`config.mk`:
```
export PLATFORM = sky130hd
export DESIGN_NAME = fifo_wr_arbiter
export DESIGN_NICKNAME = d
export VERILOG_FILES = /design/src/rtl/fifo_ctrl_pkg.sv /design/src/rtl/rr_priority_pick.sv /design/src/rtl/fifo_wr_arbiter.sv
export SDC_FILE = /design/constraint.sdc
export NUM_CORES = 1
export LEC_CHECK = 0
export ABC_AREA = 1
export CELL_PAD_IN_SITES_DETAIL_PLACEMENT = 0
export CELL_PAD_IN_SITES_GLOBAL_PLACEMENT = 1
export CORE_MARGIN = 5
export CORE_UTILIZATION = 27
export CTS_CLUSTER_SIZE = 16
export DETAILED_ROUTE_END_ITERATION = 8
export PLACE_DENSITY_LB_ADDON = 0.1
export SLEW_MARGIN = 5
export SYNTH_ARGS = -nofsm -noshare
export SYNTH_HDL_FRONTEND = slang
export SYNTH_HIERARCHICAL = 1
export SYNTH_SLANG_ARGS = --single-unit
```
`constraint.sdc`:
```
create_clock -name clk -period 5.3 [get_ports clk]
set_input_delay 0.53 -clock clk [delete_from_list [all_inputs] [get_ports clk]]
set_output_delay 0.53 -clock clk [all_outputs]
set_load 0.005 [all_outputs]
```
`src/rtl/fifo_ctrl_pkg.sv`:
```
// Shared definitions for the FIFO write-side control blocks: state encoding
// and the width helper used to size owner indices and beat counters.
package fifo_ctrl_pkg;

  typedef enum logic {
    ST_IDLE  = 1'b0,
    ST_BURST = 1'b1
  } state_e;

  // Ceiling log2; values up to 2**30 are enough for every width derived here.
  function automatic int clog2(input int value);
    int res;
    res = 0;
    for (int i = 0; i < 31; i++) begin
      if ((1 << i) < value) res = i + 1;
    end
    return res;
  endfunction

endpackage

```
`src/rtl/rr_priority_pick.sv`:
```
// Round-robin pick: first set request at or after rr_ptr_i, wrapping modulo N_REQ.
// Purely combinational rotate / priority-encode / rotate-back.
module rr_priority_pick #(
  parameter int N_REQ = 4,
  parameter int IDX_W = 2
) (
  input  logic [N_REQ-1:0] req_i,
  input  logic [IDX_W-1:0] rr_ptr_i,
  output logic             valid_o,
  output logic [IDX_W-1:0] idx_o
);

  localparam logic [IDX_W:0] N_L = (IDX_W + 1)'(N_REQ);

  logic [2*N_REQ-1:0] dbl;
  logic [N_REQ-1:0]   rot;
  logic [IDX_W-1:0]   enc;
  logic [IDX_W:0]     sum;

  always_comb begin
    dbl = {req_i, req_i} >> rr_ptr_i;
    rot = dbl[N_REQ-1:0];
    enc = '0;
    // Descending scan so the lowest rotated position wins.
    for (int i = N_REQ - 1; i >= 0; i--) begin
      if (rot[i]) enc = IDX_W'(i);
    end
    valid_o = |rot;
    sum = {1'b0, rr_ptr_i} + {1'b0, enc};
    if (sum >= N_L) sum = sum - N_L;
    idx_o = sum[IDX_W-1:0];
  end

endmodule

```
`src/rtl/fifo_wr_arbiter.sv`:
```
// Round-robin arbiter sharing one FIFO write port among N_REQ producers,
// granting contiguous bursts of up to BURST_LEN beats and stalling on wfull.
module fifo_wr_arbiter
  import fifo_ctrl_pkg::*;
#(
  parameter int WIDTH     = 8,
  parameter int N_REQ     = 4,
  parameter int BURST_LEN = 4,
  parameter int IDX_W     = clog2(N_REQ),
  parameter int CNT_W     = clog2(BURST_LEN + 1)
) (
  input  logic                   clk,
  input  logic                   rst,
  input  logic [N_REQ-1:0]       req,
  input  logic [N_REQ*WIDTH-1:0] req_data,
  input  logic [N_REQ-1:0]       req_last,
  output logic [N_REQ-1:0]       ack,
  input  logic                   wfull,
  output logic                   winc,
  output logic [WIDTH-1:0]       wdata,
  output logic [IDX_W-1:0]       owner,
  output logic                   busy
);

  localparam logic [IDX_W-1:0] LAST_IDX  = IDX_W'(N_REQ - 1);
  localparam logic [CNT_W-1:0] LAST_BEAT = CNT_W'(BURST_LEN - 1);

  // Handshake: a beat moves when req[owner] is high and wfull is low while
  // busy; ack[owner] pulses in that cycle and the producer then advances.
  state_e           state_q, state_d;
  logic [IDX_W-1:0] owner_q, owner_d;
  logic [IDX_W-1:0] rr_ptr_q, rr_ptr_d;
  logic [CNT_W-1:0] beat_cnt_q, beat_cnt_d;

  logic [IDX_W-1:0] owner_nxt;
  logic [IDX_W-1:0] pick_ptr;
  logic             pick_valid;
  logic [IDX_W-1:0] pick_idx;
  logic             own_req, own_last;
  logic [WIDTH-1:0] wdata_sel;
  logic             winc_w;
  logic             burst_end;

  assign owner_nxt = (owner_q == LAST_IDX) ? '0 : owner_q + IDX_W'(1);
  // At end of burst the rescan starts after the owner, so the owner comes last.
  assign pick_ptr  = (state_q == ST_BURST) ? owner_nxt : rr_ptr_q;

  rr_priority_pick #(
    .N_REQ (N_REQ),
    .IDX_W (IDX_W)
  ) u_pick (
    .req_i    (req),
    .rr_ptr_i (pick_ptr),
    .valid_o  (pick_valid),
    .idx_o    (pick_idx)
  );

  always_comb begin
    wdata_sel = '0;
    own_req   = 1'b0;
    own_last  = 1'b0;
    for (int i = 0; i < N_REQ; i++) begin
      if (owner_q == IDX_W'(i)) begin
        wdata_sel = req_data[i*WIDTH +: WIDTH];
        own_req   = req[i];
        own_last  = req_last[i];
      end
    end
  end

  assign winc_w    = (state_q == ST_BURST) && own_req && !wfull;
  assign burst_end = (state_q == ST_BURST) &&
                     (!own_req || (winc_w && (own_last || beat_cnt_q == LAST_BEAT)));

  always_comb begin
    state_d    = state_q;
    owner_d    = owner_q;
    rr_ptr_d   = rr_ptr_q;
    beat_cnt_d = beat_cnt_q;
    case (state_q)
      ST_IDLE: begin
        if (pick_valid) begin
          state_d    = ST_BURST;
          owner_d    = pick_idx;
          beat_cnt_d = '0;
        end
      end
      ST_BURST: begin
        if (burst_end) begin
          rr_ptr_d   = owner_nxt;
          beat_cnt_d = '0;
          if (pick_valid) owner_d = pick_idx;
          else            state_d = ST_IDLE;
        end else if (winc_w) begin
          beat_cnt_d = beat_cnt_q + CNT_W'(1);
        end
      end
      default: state_d = ST_IDLE;
    endcase
  end

  always_ff @(posedge clk or posedge rst) begin
    if (rst) begin
      state_q    <= ST_IDLE;
      owner_q    <= '0;
      rr_ptr_q   <= '0;
      beat_cnt_q <= '0;
    end else begin
      state_q    <= state_d;
      owner_q    <= owner_d;
      rr_ptr_q   <= rr_ptr_d;
      beat_cnt_q <= beat_cnt_d;
    end
  end

  always_comb begin
    ack = '0;
    for (int i = 0; i < N_REQ; i++) begin
      ack[i] = winc_w && (owner_q == IDX_W'(i));
    end
  end

  assign winc  = winc_w;
  assign wdata = winc_w ? wdata_sel : '0;
  assign owner = owner_q;
  assign busy  = (state_q == ST_BURST);

endmodule

```
==> results.sh, run 1 <==
export IMPL_run_status="complete, no violations"
export IMPL_finalClockSkew_ns=0.0007430
export IMPL_insertion_delay_ns=0.22
export IMPL_synthToLayoutAreaGrowth_pct=58.05
export IMPL_max_vdd_ir_drop_mv=0.3168
export IMPL_worst_setup_path_type="flop to output port"
export IMPL_hpwl_um=2966
export IMPL_power_per_cell_area_nw_per_um2=555.7
export IMPL_critPathLaunchType="flop"
export IMPL_wl_met3_um=256
export IMPL_detail_route_iter0_violations=50
export IMPL_post_cts_buffers=0
export IMPL_synth_top_cells_by_count="nand2_1, nand3_1, inv_1"
export IMPL_required_ns=4.77
export IMPL_clk_root_buffer_cell="clkbuf_8"
export IMPL_slew_headroom=0.4596
export IMPL_synth_edf_count=0
export IMPL_design_area_um2=1720
export IMPL_worstRegToRegCells=17
export IMPL_route_met2_wl_um=1782
export IMPL_max_cap_violations=0
export IMPL_prevailing_post_synth_register_cell="dfrtp_1"
export IMPL_cp_slowest_cell="clkdlybuf4s50_1"
export IMPL_holdPathStages=2
export IMPL_setup_viol=0
export IMPL_fp_row_count=23
export IMPL_cts_num_sinks=8
export IMPL_synthDominantCellAreaShare=0.2069
export IMPL_avgSynthCellArea_um2=6.150
export IMPL_cts_resized=0
export IMPL_cts_hold_buffers=0
export IMPL_routed_top_layer="met4"
export IMPL_yosys_cell_count_top_type="nand2_1"
export IMPL_share_of_flip_flops_with_an_asynchronous_set_or_reset=1.000
export IMPL_synth_area_leader_cell="nand2_1"
export IMPL_die_ar_um2=5402
export IMPL_avgRoutedWirePerCell_um=13.14
export IMPL_postSynthNetCount=227
export IMPL_vias=1331
export IMPL_totalNegativeSetupSlack_ns=0
export IMPL_synth_seq_cells=8
export IMPL_rsz0062_at_grt="false"
export IMPL_antenna_diode_count=0
export IMPL_final_fill_count=393
export IMPL_hold_path_startpoint="rr_ptr_q[1]"
export IMPL_critical_path_arrival_ns=2.78
export IMPL_synth_top_cells_by_area="nand2_1, dfrtp_1, nand3_1, ha_1, inv_1"
export IMPL_post_synth_num_cell_types=26
export IMPL_route_layer_met1_wl_um=1639
export IMPL_end_kind="output port"
export IMPL_postSynthCellCount=177
export IMPL_routed_antenna_nets=0
export IMPL_worstHoldEndpoint="rr_ptr_q[1]"
export IMPL_grt_ovfl_total=0
export IMPL_drc=0
export IMPL_grt_antenna_before_repair=0
export IMPL_clock_tree_from_tritoncts="built"
export IMPL_count_of_input_and_output_buffers=58
export IMPL_cpPeakStageDelay_ns=0.54
export IMPL_gp_routability_congestion=0.8489
export IMPL_clock_tree_buffer_depth=2
export IMPL_cts_htree_levels=1
export IMPL_timing_reg2reg_setup_slack_ns=2.22
export IMPL_nNetsFinal=283
export IMPL_drt_pass1_iter_count=4
export IMPL_hold_violations=0
export IMPL_wirelength_um=3692
export IMPL_worstReg2RegStart="owner[0]"
export IMPL_netlist_area_um2=1089
export IMPL_cts_clk_slew_worst_paths_ns=0.04
export IMPL_reg2reg_to="owner[1]"
export IMPL_drt_vias_per_instance=4.737
export IMPL_fp_dieH_um=73.50
export IMPL_critical_path_cell_chain="ha_1, inv_1, nor2_1, a21oi_4, nand2_2, a211oi_1, clkdlybuf4s50_1"
export IMPL_final_critical_path_time_including_i_o_delays_and_setup_ns=3.314
export IMPL_timing_hold_worst_class="flop to flop"
export IMPL_pin_slew_with_the_least_headroom_to_its_limit_ns=0.8022
export IMPL_design_portCount=59
export IMPL_max_clock_freq_ghz=0.3017
export IMPL_via_count_of_the_first_global_routing_pass=1294
export IMPL_ys_warn_count=6
export IMPL_tritoncts_num_buffers=3
export IMPL_grt_max_degree=15
export IMPL_grt_usage=0.1363
export IMPL_drv_slew=0
export IMPL_timing_critical_path_fanout_max=12
export IMPL_p_leak_nw=0.7919
export IMPL_die_w_um=73.50
export IMPL_drive_gt1_frac=0.08658
export IMPL_place_area_um2=1679
export IMPL_grt_pass1_wl_um=5878
export IMPL_initial_utilization=0.2761
export IMPL_final_min_period_over_clock_period=0.6253
export IMPL_core_area_um2=3943
export IMPL_final_hold_worst_slack_ns=0.4686
export IMPL_yosysSeqAreaShare=0.1839
flip-flops by register name (all words and copies together) (netlist names):
name / flops
busy: 1
rr_ptr_q: 2
owner: 2
beat_cnt_q: 3
kinds of logic (layout without fill, tap and decap cells):
kind of cell,Yosys count,after routing,share of synthesized area
flops,8,8,0.1839
simple gates,101,101,0.4046
xor+xnor,1,1,0.008047
compound gates,32,32,0.1977
buf+inv,28,82,0.1253
fa+ha+maj,7,7,0.08046
layout by cell type (no fill, tap or decap):
master / instances
nor2_4: 1
inv_2: 4
dfrtp_1: 8
nand2_1: 60
ha_1: 7
nand3_1: 19
a211oi_1: 1
a22oi_1: 1
clkbuf_8: 3
xor2_1: 1
a21oi_1: 8
o211ai_1: 4
clkinv_4: 1
nand2_2: 3
clkdlybuf4s50_1: 58
o21ai_1: 2
nand3_2: 2
inv_1: 16
a211oi_2: 2
a21boi_1: 1
a21oi_4: 1
nor2_1: 12
o21ai_0: 9
a21oi_2: 3
nand4_1: 4
through the flow:
step	std cells	power (mW)	worst slack (ns)	util
3_5_place_dp	278	0.8955	2.170	0.4259
6_report	281	0.9560	1.986	0.4364
2_1_floorplan	177	0.6772	2.682	-
5_1_grt	281	1.073	1.771	0.4364
3_3_place_gp	278	0.8809	2.228	0.4259
4_1_cts	281	0.9702	1.920	0.4364
layout make-up:
type,instances,area (um^2),area share
clock buffers,3,41.29,0.02400
inverters,21,83.83,0.04873
multi-input cells,141,752.0,0.4371
flip-flops and latches,8,200.2,0.1164
well taps,50,62.56,0.03636
repair buffers,58,580.6,0.3375
layer usage:
metal,track usage,up-vias
met5,0,-
met1,0.1686,593
met4,0.03823,0
li1,-,688
met2,0.2461,48
met3,0.01505,2
worst max path at each step:
stage                         from        to  slack (ns)  cells past startpoint
after floorplan           owner[0]  owner[1]        2.68                     18
after global placement    owner[0]  wdata[0]        2.23                      7
after detailed placement  owner[0]  wdata[0]        2.17                      7
after CTS                 owner[0]  wdata[0]        1.92                      7
after global routing      owner[0]    ack[3]        1.77                      9
final                     owner[0]  wdata[0]        1.99                      7
report_power, final:
group / internal (mW) / total, mW / leakage [nW] / switching, mW
sequential: 0.0880 / 0.108 / 0.0980 / 0.0204
combinational: 0.321 / 0.779 / 0.672 / 0.458
clock: 0.0488 / 0.0682 / 0.0216 / 0.0194
total: 0.458 / 0.956 / 0.792 / 0.498
worst max-delay path: cells and delay by family, from the launching register on:
family          cells  cell delay, ns
fa+ha+maj           1            0.38
buf+inv             2            0.94
simple gates        2            0.37
compound gates      2            0.44
flops               1            0.43
Note: power is estimated with default switching activity, not from simulation.
==> run 2, diff against run 1 <==
--- a/config.mk
+++ b/config.mk
@@ -9,7 +9,7 @@
 export CELL_PAD_IN_SITES_DETAIL_PLACEMENT = 0
 export CELL_PAD_IN_SITES_GLOBAL_PLACEMENT = 1
 export CORE_MARGIN = 5
-export CORE_UTILIZATION = 27
+export CORE_UTILIZATION = 25
 export CTS_CLUSTER_SIZE = 16
 export DETAILED_ROUTE_END_ITERATION = 8
 export PLACE_DENSITY_LB_ADDON = 0.1
==> constraint.sdc (replaced) <==
create_clock -name clk -period 3.4 [get_ports clk]
set_input_delay 0.34 -clock clk [delete_from_list [all_inputs] [get_ports clk]]
set_output_delay 0.34 -clock clk [all_outputs]
set_load 0.005 [all_outputs]
==> results.sh, run 2 (synthesis results as in run 1) <==
export IMPL_fp_row_count=24
export IMPL_timing_critical_path_fanout_max=12
export IMPL_drive_gt1_frac=0.09052
export IMPL_detail_route_iter0_violations=49
export IMPL_grt_antenna_before_repair=0
export IMPL_max_cap_violations=0
export IMPL_cpPeakStageDelay_ns=0.54
export IMPL_run_status="complete, no violations"
export IMPL_end_kind="output port"
export IMPL_final_min_period_over_clock_period=0.9301
export IMPL_avgRoutedWirePerCell_um=13.20
export IMPL_tritoncts_num_buffers=3
export IMPL_cts_hold_buffers=0
export IMPL_grt_pass1_wl_um=6258
export IMPL_route_layer_met1_wl_um=1819
export IMPL_layout_setup_ws_ns=0.2378
export IMPL_pin_slew_with_the_least_headroom_to_its_limit_ns=0.5156
export IMPL_power_switching_mw=0.7776
export IMPL_power_report_internal_total_mw=0.7212
export IMPL_critical_path_cell_chain="ha_1, inv_1, nor2_1, a21oi_4, nand2_2, a211oi_1, clkdlybuf4s50_1"
export IMPL_grt_ovfl_total=0
export IMPL_antenna_diode_count=0
export IMPL_synthToLayoutAreaGrowth_pct=58.97
export IMPL_grt_max_degree=15
export IMPL_post_layout_total_power_mw=1.499
export IMPL_cts_resized=0
export IMPL_routed_antenna_nets=0
export IMPL_hpwl_um=2964
export IMPL_p_comb_frac=0.812
export IMPL_place_area_um2=1689
export IMPL_drc=0
export IMPL_clock_power_share=0.075
export IMPL_initial_utilization=0.2535
export IMPL_grt_usage=0.1279
export IMPL_design_portCount=59
export IMPL_max_vdd_ir_drop_mv=0.4583
export IMPL_final_critical_path_time_including_i_o_delays_and_setup_ns=3.162
export IMPL_clock_tree_buffer_depth=2
export IMPL_die_ar_um2=5774
export IMPL_largest_reg_flops=3
export IMPL_core_area_um2=4294
export IMPL_critical_path_arrival_ns=2.82
export IMPL_p_seq_frac=0.113
export IMPL_drt_pass1_iter_count=4
export IMPL_path_buf_inv=2
export IMPL_cp_top_family="buffers and inverters"
export IMPL_cts_num_sinks=8
export IMPL_setup_viol=0
export IMPL_cp_slowest_cell="clkdlybuf4s50_1"
export IMPL_clock_tree_from_tritoncts="built"
export IMPL_routed_top_layer="met4"
export IMPL_finalClockSkew_ns=0.004948
export IMPL_route_met2_wl_um=1528
export IMPL_power_per_cell_area_nw_per_um2=866.2
export IMPL_clk_root_buffer_cell="clkbuf_8"
export IMPL_nNetsFinal=284
export IMPL_cts_htree_levels=1
export IMPL_switching_share=0.5188
export IMPL_final_hold_worst_slack_ns=0.3562
export IMPL_worst_setup_path_type="flop to output port"
export IMPL_regMostFlops="beat_cnt_q"
export IMPL_required_ns=3.06
export IMPL_final_util=0.4030
export IMPL_p_leak_nw=0.7968
export IMPL_post_cts_buffers=0
export IMPL_gp_routability_congestion=0.8038
export IMPL_insertion_delay_ns=0.23
export IMPL_drv_slew=0
export IMPL_max_clock_freq_ghz=0.3162
export IMPL_layout_cells_most_common="nand2_1"
export IMPL_design_area_um2=1730
export IMPL_slew_headroom=0.6562
export IMPL_via_count_of_the_first_global_routing_pass=1284
export IMPL_rsz0062_at_grt="true"
export IMPL_wirelength_um=3748
export IMPL_drt_vias_per_instance=4.616
export IMPL_die_w_um=75.99
export IMPL_vias=1311
export IMPL_final_cell_mix="nand2_1, clkdlybuf4s50_1, nand3_1"
export IMPL_final_fill_count=454
export IMPL_critPathLaunchType="flop"
export IMPL_hold_violations=0
export IMPL_timing_hold_worst_class="primary input to asynchronous set/reset pin"
export IMPL_count_of_input_and_output_buffers=58
export IMPL_detailedPlace_worstSlack_ns=0.3992
export IMPL_fp_dieH_um=75.99
export IMPL_cts_clk_slew_worst_paths_ns=0.04
export IMPL_wl_met3_um=373
## run 2: routing by layer
layer  track usage  up-vias
li1              -      690
met1        0.1836      558
met2        0.1884       59
met3       0.03310        4
met4       0.03203        0
met5             0        -
## run 2: worst paths after layout
path,from,endpoint,depth (start not counted),slack (ns)
worst max-delay path,owner[0],wdata[0],7,0.24
worst min-delay path,rst,beat_cnt_q[2],2,0.36
worst max register to register,owner[0],owner[1],18,0.70
worst min register to register,rr_ptr_q[1],rr_ptr_q[1],2,0.48
max in group asynchronous,rst,owner[1],2,2.81
min in group clk,rr_ptr_q[1],rr_ptr_q[1],2,0.48
## run 2: per-stage QoR
step                      std cells  TNS [ns]
final                           284         0
after global routing            284  -0.04151
after CTS                       284         0
after detailed placement        281         0
after global placement          281         0
after floorplan                 177         0
## run 2: cell type report
type | count | area [um^2] | share of cell area
Tap cell | 52 | 65.06 | 0.03760
Timing Repair Buffer | 59 | 588.1 | 0.3398
Sequential cell | 8 | 200.2 | 0.1157
Multi-Input combinational cell | 141 | 752.0 | 0.4346
Clock buffer | 3 | 41.29 | 0.02386
Inverter | 21 | 83.83 | 0.04845
## run 2: power groups by stage
stage	clock, mW	sequential (mW)	combinational [mW]
after CTS	0.117	0.170	1.24
after detailed placement	0	0.170	1.23
final	0.113	0.169	1.22
after global placement	0	0.168	1.22
after floorplan	0	0.163	0.892
after global routing	0.124	0.174	1.39
